### src/rtl/reg_bus_read_sequencer_pkg.sv
// Shared definitions for the register read bus sequencer and the register bank
// that drives the shared tri-state read bus.
package reg_bus_read_sequencer_pkg;

    localparam int DefNrOfRegs = 4;
    localparam int DefNrOfBits = 32;

    typedef enum logic [1:0] {
        ST_IDLE   = 2'd0,
        ST_DRIVE  = 2'd1,
        ST_SAMPLE = 2'd2,
        ST_OUT    = 2'd3
    } state_t;

    // ceil(log2(n)), with a minimum of 1 bit
    function automatic int id_bits(input int n);
        int w;
        w = 0;
        for (int i = 0; i < 16; i++) begin
            if ((1 << i) < n) w = i + 1;
        end
        return (w == 0) ? 1 : w;
    endfunction

endpackage

### src/rtl/reg_bus_read_sequencer_rr_priority_pick.sv
// Round-robin picker: first set request bit strictly above i_last, wrapping
// around to bit 0. Only indices below NrOfRegs can ever be granted.
module rr_priority_pick #(
    parameter int NrOfRegs = 4,
    parameter int IdBits   = 2
) (
    input  logic [NrOfRegs-1:0] i_req,
    input  logic [IdBits-1:0]   i_last,
    output logic [IdBits-1:0]   o_gnt,
    output logic                o_gnt_valid
);

    always_comb begin
        o_gnt       = '0;
        o_gnt_valid = 1'b0;
        // Upper half first (after the pointer), then the wrapped lower half.
        for (int i = 0; i < NrOfRegs; i++) begin
            if (!o_gnt_valid && i_req[i] && (i > int'(i_last))) begin
                o_gnt       = IdBits'(i);
                o_gnt_valid = 1'b1;
            end
        end
        for (int i = 0; i < NrOfRegs; i++) begin
            if (!o_gnt_valid && i_req[i] && (i <= int'(i_last))) begin
                o_gnt       = IdBits'(i);
                o_gnt_valid = 1'b1;
            end
        end
    end

endmodule

### src/rtl/reg_bus_read_sequencer.sv
// Round-robin read sequencer for a bank of tri-state registers sharing one bus:
// selects one register, lets the bus settle a cycle, captures, then hands off.
module reg_bus_read_sequencer
    import reg_bus_read_sequencer_pkg::*;
#(
    parameter int NrOfRegs = DefNrOfRegs,
    parameter int NrOfBits = DefNrOfBits,
    parameter int IdBits   = id_bits(NrOfRegs)
) (
    input  logic                Clock,
    input  logic                Reset,
    input  logic                Tick,
    input  logic [NrOfRegs-1:0] req,
    input  logic [NrOfBits-1:0] bus_in,
    output logic [NrOfRegs-1:0] sel_n,
    output logic [NrOfBits-1:0] rd_data,
    output logic [IdBits-1:0]   rd_id,
    output logic                rd_valid,
    input  logic                rd_ready,
    output logic                busy
);

    localparam logic [NrOfRegs-1:0] OneHot0 = NrOfRegs'(1);

    state_t                r_state;
    state_t                w_next;
    logic [IdBits-1:0]     r_gnt;
    logic [IdBits-1:0]     r_last;
    logic [NrOfBits-1:0]   r_rd_data;
    logic [IdBits-1:0]     r_rd_id;
    logic [IdBits-1:0]     w_pick;
    logic                  w_pick_vld;
    logic                  w_grant;
    logic                  w_capture;
    logic                  w_drive;

    rr_priority_pick #(
        .NrOfRegs (NrOfRegs),
        .IdBits   (IdBits)
    ) u_pick (
        .i_req       (req),
        .i_last      (r_last),
        .o_gnt       (w_pick),
        .o_gnt_valid (w_pick_vld)
    );

    always_ff @(posedge Clock or posedge Reset) begin
        if (Reset) r_state <= ST_IDLE;
        else       r_state <= w_next;
    end

    // Output handshake deliberately ignores Tick so the consumer is never stalled.
    always_comb begin
        w_next = r_state;
        case (r_state)
            ST_IDLE:   if (Tick && w_pick_vld) w_next = ST_DRIVE;
            ST_DRIVE:  if (Tick) w_next = ST_SAMPLE;
            ST_SAMPLE: if (Tick) w_next = ST_OUT;
            ST_OUT:    if (rd_ready) w_next = ST_IDLE;
            default:   w_next = ST_IDLE;
        endcase
    end

    assign w_grant   = (r_state == ST_IDLE) && Tick && w_pick_vld;
    assign w_capture = (r_state == ST_SAMPLE) && Tick;

    always_ff @(posedge Clock or posedge Reset) begin
        if (Reset) begin
            r_gnt     <= '0;
            r_last    <= IdBits'(NrOfRegs - 1);
            r_rd_data <= '0;
            r_rd_id   <= '0;
        end else begin
            if (w_grant) begin
                r_gnt  <= w_pick;
                r_last <= w_pick;
            end
            if (w_capture) begin
                r_rd_data <= bus_in;
                r_rd_id   <= r_gnt;
            end
        end
    end

    // Selects decode straight from state, so an async reset releases the bus at once.
    assign w_drive  = (r_state == ST_DRIVE) || (r_state == ST_SAMPLE);
    assign sel_n    = w_drive ? ~(OneHot0 << r_gnt) : '1;
    assign rd_data  = r_rd_data;
    assign rd_id    = r_rd_id;
    assign rd_valid = (r_state == ST_OUT);
    assign busy     = (r_state != ST_IDLE);

    always_ff @(posedge Clock) begin
        if (!Reset) assert ($countones(~sel_n) <= 1);
    end

endmodule
### config.mk
export PLATFORM = sky130hd
export DESIGN_NAME = reg_bus_read_sequencer
export DESIGN_NICKNAME = d
export VERILOG_FILES = /design/src/rtl/reg_bus_read_sequencer_pkg.sv /design/src/rtl/reg_bus_read_sequencer_rr_priority_pick.sv /design/src/rtl/reg_bus_read_sequencer.sv
export SDC_FILE = /design/constraint.sdc
export NUM_CORES = 1
export LEC_CHECK = 0
export BUFFER_PORTS_ARGS = -buffer_cell sky130_fd_sc_hd__buf_4
export CORE_AREA = 2 2 98 62
export DETAILED_ROUTE_END_ITERATION = 8
export DIE_AREA = 0 0 100 64
export PLACE_DENSITY = 0.58
export RECOVER_POWER = 50
export SETUP_SLACK_MARGIN = 0.02
export SLEW_MARGIN = 20
export SYNTH_ARGS = -nofsm -noshare
export SYNTH_HDL_FRONTEND = slang
export SYNTH_SLANG_ARGS = --single-unit
### constraint.sdc
create_clock -name Clock -period 2.4 [get_ports Clock]
set_clock_uncertainty 0.05 [all_clocks]
set_input_delay 0.48 -clock Clock [delete_from_list [all_inputs] [get_ports Clock]]
set_output_delay 0.48 -clock Clock [all_outputs]
set_load 0.005 [all_outputs]
==> results.md, run 1 <==
* DRC viols at 0
* Initial antenna violation count at 0
* Slowest-stage cell, CP: dfrtp_1
* PD cells at 1230 mW/mm²
* Antenna Violating Nets Remaining at 0
* Critical path class: reg -> out
* RSZ-0062 raised after global routing: false
* Dpl cell area at 0.00240 mm²
* Post-synth EDFFs at 0
* CTS H-tree lvls at 2
* Highest clock rate at 464 MHz
* Crit-path cells: inv_1 > ha_1 > or3b_1 > buf_4
* Crit path required time at 1.87 ns
* HP Class: in -> reg
* Top-count cell post-synth: dfrtp_1
* Finished Layout Cells at 274
* Leakage at 1.19 nW
* Outcome: finished clean
* Crit path DAT at 1.62 ns
* Share of cells above drive strength 1 at 44.9%
* First-pass iteration count of the detailed router at 4
* N_diodes at 0
* Yosys top cell area share at 55.7%
* Hold path depth at 2
* Max cap viols at 0
* Largest area contributor in the netlist: dfrtp_1
* Setup WS pre-CTS at 0.467 ns
* Worst slew pin tran at 0.953 ns
* CP delay by family, top: flip-flops
* Clock root buffer: clkbuf_8
* Count of cell types in the netlist at 25
* CP max stage delay at 0.38 ns
* Port bufs at 79
* Resized Gates After CTS at 0
* Core area at 0.00547 mm²
* RePlAce Congestion at 0.825
* Grt ovf at 0
* Slew HR at 36.5%
* Die width at 100 µm
* Dpl cells at 266
* Via count at 1,250
* CP startpoint kind: flip-flop
* Final setup vio count at 0
* DRT Wirelength at 3740 µm
* Ys Warns at 0
* TritonCTS Sinks at 40
* Synth Instances at 119
* Core Util, Final at 46.0%
* Worst vdd ir at 0.000461 V
* Num CTS Buffers at 5
* CTS tree: yes
* Setup TNS at 0 ns
* Max Fanout on Critical Path at 5
* Die Height at 64 µm
* Largest net degree at the start of global routing at 41
* Ys flop type: dfrtp_1
* Post-DP HPWL at 2930 µm
* All-Layer GR Usage at 12.2%
* Initial Util at 31.2%
* Share of synthesized registers carrying an async set or reset at 100%
* Rows at 21
* Top post-synthesis cells by area: dfrtp_1 56%, mux2_1 23%, ha_1 3.7%, dfstp_2 3.1%, nand2b_1 1.5%
* Post-synth top cells: 38 x dfrtp_1, 35 x mux2_1, 5 x ha_1, 5 x inv_1, 4 x nand2b_1
* Post-CTS setup buffer count at 0
* Syn_area_per_cell at 14.4 µm²
* Clock transition at the registers of the reported paths at 0.08 ns
* Layout overhead on the synthesized area at 47.3%
* WP depth at 4
* Worst skew pair latency at 0.28 ns
* Nets at 249
* Synth Register Bits at 40
* First DRT Iteration DRCs at 24
* Final period util at 89.7%
* Mapped cell area at 0.00171 mm²
* Design Area, Final at 0.00252 mm²
* Die area at 0.00640 mm²
* Vias in the first global route at 1,333
* Post-Syn Nets at 164
* Final Hold Viols at 0
* Vias per std cell at 4.56
* First-pass GRT wire length at 6160 µm
* CP bufs+invs at 2
* CTS Hold Bufs at 0
* Routed length per instance at 13.6 µm
* Final slew viol count at 0
* Min Tclk post-route at 2.15 ns
* Critical Path Sink Type: output pin
* I/O pin cnt at 80
* Worst reg-to-reg path cell count at 5
* Worst Setup Slack, final at 0.247 ns
* Sequential share of the synthesized area at 58.8%
* Clk buf depth at 2
==> metrics by stage <==
step	total power, mW	hold slack (ns)
CTS	3.19	0.284
floorplan	1.82	0.439
global route	3.32	0.346
detailed placement	2.58	0.433
finish	3.10	0.357
global placement	2.52	0.427
==> cell usage in the layout, fill, tap and decap left out, types with 3 or more instances in the layout <==
cell type	n
buf_4	58
dfrtp_1	38
mux2_1	35
clkbuf_4	19
clkbuf_8	7
inv_1	5
ha_1	5
nand2b_1	4
nand2_1	3
a21oi_1	3
==> path summary, 6_finish.rpt <==
check                           start          end  slack (ns)
setup / recovery           r_state[0]     sel_n[0]        0.25
hold / removal              bus_in[7]   rd_data[7]        0.36
setup reg to reg           r_state[0]  rd_data[12]        0.62
hold reg to reg            rd_data[4]   rd_data[4]        0.44
max in group asynchronous       Reset  rd_data[14]        1.27
min in group asynchronous       Reset  rd_data[23]        0.44
==> where the power goes <==
part	total (mW)	internal, mW	switching, mW
Combinational	1.27	0.767	0.500
Sequential	1.24	1.03	0.209
Clock	0.586	0.367	0.219
Total	3.10	2.17	0.929
==> routing by layer <==
layer / part of all wire, % / vias up / wire length [µm] / track usage, %
met5: 0 / - / 0 / 0
met4: 0.72 / 0 / 27 / 2.57
met3: 8.8 / 4 / 328 / 4.92
met2: 45 / 56 / 1690 / 20.4
met1: 45 / 597 / 1690 / 15.1
li1: - / 593 / - / -
==> layout make-up <==
cell class                      instances  area, µm²
Clock buffer                            7       96.3
Clock inverter                          1       30.0
Fill cell                             496       2950
Inverter                                5       18.8
Multi-Input combinational cell         71        671
Sequential cell                        40       1000
Tap cell                               69       86.3
Timing Repair Buffer                   81        611
==> flip-flops by register name (all words and copies together), names as in the netlist <==
register	cells
r_gnt	2
r_last	2
r_state	2
rd_data	32
rd_id	2
==> logic make-up after synthesis <==
logic type               count (synthesis)  synth area share [%]
AO/OA/AOI/OAI                           12                  5.71
AND/OR/NAND/NOR                         18                  6.23
adder cells (fa/ha/maj)                  5                  3.66
flip-flops                              40                  58.8
buffers and inverters                    8                  1.98
multiplexers                            36                  23.7
No activity file was read; power rests on OpenSTA's default activity.
==> run 2, diff against run 1 <==
--- a/config.mk
+++ b/config.mk
@@ -6,13 +6,14 @@
 export NUM_CORES = 1
 export LEC_CHECK = 0
 export BUFFER_PORTS_ARGS = -buffer_cell sky130_fd_sc_hd__buf_4
-export CORE_AREA = 2 2 98 62
+export CORE_AREA = 3 3 100 64
 export DETAILED_ROUTE_END_ITERATION = 8
-export DIE_AREA = 0 0 100 64
+export DIE_AREA = 0 0 103 67
 export PLACE_DENSITY = 0.58
 export RECOVER_POWER = 50
 export SETUP_SLACK_MARGIN = 0.02
 export SLEW_MARGIN = 20
 export SYNTH_ARGS = -nofsm -noshare
 export SYNTH_HDL_FRONTEND = slang
+export SYNTH_HIERARCHICAL = 1
 export SYNTH_SLANG_ARGS = --single-unit
==> run 2 against run 1 <==
  * Utilization down 0.33 points
  * Sequential cell count unchanged
  * Via count down 2.2%
  * Design area up 0.25%
  * Wire length up 1.4%
  * Combinational power up 12%
  * First-iteration DRC count up 130%
  * Setup slack worse by 0.13 ns
  * Sequential share of layout area down 0.099 points
  * Global-route usage down 1.2 points
  * Die area up 7.8%
  * Critical path type unchanged
  * Largest cell class unchanged
  * Largest power group unchanged
  * Highest routed layer unchanged
==> results.md, run 2 <==
* Max Fanout on Critical Path at 5 (unchanged)
* Antenna Violating Nets Remaining at 0 (unchanged)
* Crit path DAT at 1.76 ns (was 1.62 ns)
* Post-synth top cells: 38 x dfrtp_1, 34 x mux2_2, 10 x nand2_1, 6 x ha_1, 6 x inv_1 (was 38 x dfrtp_1, 35 x mux2_1, 5 x ha_1, 5 x inv_1, 4 x nand2b_1)
* Die Height at 67 µm (was 64 µm)
* Top-count cell post-synth: dfrtp_1 (unchanged)
* Core area at 0.00552 mm² (was 0.00547 mm²)
* Setup TNS at 0 ns (unchanged)
* Clock transition at the registers of the reported paths at 0.07 ns (was 0.08 ns)
* CTS tree: yes (unchanged)
* Grt ovf at 0 (unchanged)
* CP startpoint kind: flip-flop (unchanged)
* Commonest cells after routing, fill and taps aside: 60 x buf_4, 38 x dfrtp_1, 34 x mux2_2, 18 x clkbuf_4, 10 x nand2_1 (was 58 x buf_4, 38 x dfrtp_1, 35 x mux2_1, 19 x clkbuf_4, 7 x clkbuf_8)
* DRC viols at 0 (unchanged)
* CTS Hold Bufs at 0 (unchanged)
* First DRT Iteration DRCs at 54 (was 24)
* Largest net degree at the start of global routing at 41 (unchanged)
* RePlAce Congestion at 0.808 (was 0.825)
* Ys flop type: dfrtp_1 (unchanged)
* Initial antenna violation count at 0 (unchanged)
* Synth Instances at 124 (was 119)
* Mapped cell area at 0.00176 mm² (was 0.00171 mm²)
* All-Layer GR Usage at 11.1% (was 12.2%)
* Sequential share of the synthesized area at 56.9% (was 58.8%)
* Most common cell after layout, fill and taps aside: buf_4 (unchanged)
* Clk buf depth at 2 (unchanged)
* Max cap viols at 0 (unchanged)
* Final Hold Viols at 0 (unchanged)
* Initial Util at 32.0% (was 31.2%)
* Top post-synthesis cells by area: dfrtp_1 54%, mux2_2 22%, ha_1 4.3%, dfstp_2 3.0%, nand2_1 2.1% (was dfrtp_1 56%, mux2_1 23%, ha_1 3.7%, dfstp_2 3.1%, nand2b_1 1.5%)
* Critical Path Sink Type: output pin (unchanged)
* Final slew viol count at 0 (unchanged)
* Resized Gates After CTS at 0 (unchanged)
* Highest clock rate at 438 MHz (was 464 MHz)
* TritonCTS Sinks at 40 (unchanged)
* Via count at 1,223 (was 1,250)
* Layout overhead on the synthesized area at 43.1% (was 47.3%)
* Count of cell types in the netlist at 23 (was 25)
* Die area at 0.00690 mm² (was 0.00640 mm²)
* Vias per std cell at 4.35 (was 4.56)
* Max FFs per register at 32 (unchanged)
* Crit path required time at 1.87 ns (about the same)
* Worst hold slack at 0.374 ns (was 0.357 ns)
* N_diodes at 0 (unchanged)
* Nets at 257 (was 249)
* DRT Wirelength at 3790 µm (was 3740 µm)
* PD cells at 1230 mW/mm² (about the same)
* Clock root buffer: clkbuf_8 (unchanged)
* Rows at 21 (unchanged)
* RSZ-0062 raised after global routing: false (unchanged)
* Worst slew pin tran at 0.986 ns (was 0.953 ns)
* Worst vdd ir at 0.000479 V (was 0.000461 V)
* Final period util at 95.2% (was 89.7%)
* Yosys top cell area share at 53.9% (was 55.7%)
* First-pass GRT wire length at 5710 µm (was 6160 µm)
* Leakage at 1.23 nW (was 1.19 nW)
* Post-CTS setup buffer count at 0 (unchanged)
* Synth Register Bits at 40 (unchanged)
* Ys Warns at 6 (was 0)
* Outcome: finished clean (unchanged)
* Port bufs at 79 (unchanged)
* Worst skew pair latency at 0.28 ns (about the same)
* Syn_area_per_cell at 14.2 µm² (was 14.4 µm²)
* Die width at 103 µm (was 100 µm)
* Min Tclk post-route at 2.29 ns (was 2.15 ns)
* Share of cells above drive strength 1 at 60.4% (was 44.9%)
* Final setup vio count at 0 (unchanged)
* Post-synth EDFFs at 0 (unchanged)
* Post-DP HPWL at 2860 µm (was 2930 µm)
* Post-Syn Nets at 170 (was 164)
* First-pass iteration count of the detailed router at 4 (unchanged)
* I/O pin cnt at 80 (unchanged)
* Slew HR at 34.3% (was 36.5%)
* Num CTS Buffers at 5 (unchanged)
* Routed length per instance at 13.5 µm (was 13.6 µm)
* HP Class: in -> reg (unchanged)
* Critical path class: reg -> out (unchanged)
* CTS H-tree lvls at 2 (unchanged)
* Largest area contributor in the netlist: dfrtp_1 (unchanged)
* Share of synthesized registers carrying an async set or reset at 100% (unchanged)
* Vias in the first global route at 1,160 (was 1,333)
-- run 2: kinds of logic after synthesis --
family | synth area share, %
DFF | 56.9
muxes | 23.7
and+or+nand+nor | 7.17
buffers and inverters | 3.48
AOI/OAI and AO/OA | 4.47
adders and majority gates | 4.26
-- run 2: where the power goes --
group | switching, mW | leakage (nW) | total (mW) | internal (mW)
Sequential | 0.203 | 0.473 | 1.23 | 1.03
Combinational | 0.522 | 0.708 | 1.42 | 0.899
Clock | 0.210 | 0.0455 | 0.444 | 0.234
Total | 0.935 | 1.23 | 3.10 | 2.16
-- run 2: area by class of cell --
| type | instances | area [µm²] |
|---|---|---|
| tap | 69 | 86.3 |
| multi-input combinational | 75 | 698 |
| inverter | 6 | 22.5 |
| fill | 509 | 3000 |
| clock buffer | 8 | 90.1 |
| timing repair buffer | 83 | 622 |
| sequential | 40 | 1000 |
-- run 2: metrics by stage --
step	utilization, %	worst slack (ns)	area (µm²)	std cells	total power, mW
after detailed placement	44.1	0.399	2430	271	2.71
after CTS	45.7	0.0760	2520	279	3.17
final	45.7	0.115	2520	281	3.10
after floorplan	-	0.631	1760	124	1.98
after global placement	44.1	0.438	2430	271	2.69
after global routing	45.7	0.0364	2520	281	3.34
-- run 2: per-layer routing --
layer	vias to the layer above	global-route usage, %	part of all wire [%]
li1	601	-	-
met1	571	15.8	51
met2	49	14.1	38
met3	2	5.75	11
met4	0	3.39	0.58
met5	-	0	0
-- run 2: path summary, 6_finish.rpt --
| check | from | end | slack, ns | cells after the start |
|---|---|---|---|---|
| worst max-delay path | r_state[0] | sel_n[0] | 0.11 | 4 |
| worst min-delay path | bus_in[15] | rd_data[15] | 0.37 | 2 |
| worst max register to register | r_state[1] | rd_data[5] | 0.55 | 5 |
| worst min register to register | r_last[0] | r_last[0] | 0.44 | 2 |
| max in group asynchronous | Reset | r_state[1] | 1.23 | 3 |
| min in group asynchronous | Reset | rd_data[19] | 0.44 | 3 |
-- run 2: critical path: stages, from the launching register on --
cell and delay, ns:
dfrtp_1 0.38, inv_1 0.12, ha_1 0.37, or3b_2 0.45, buf_4 0.15
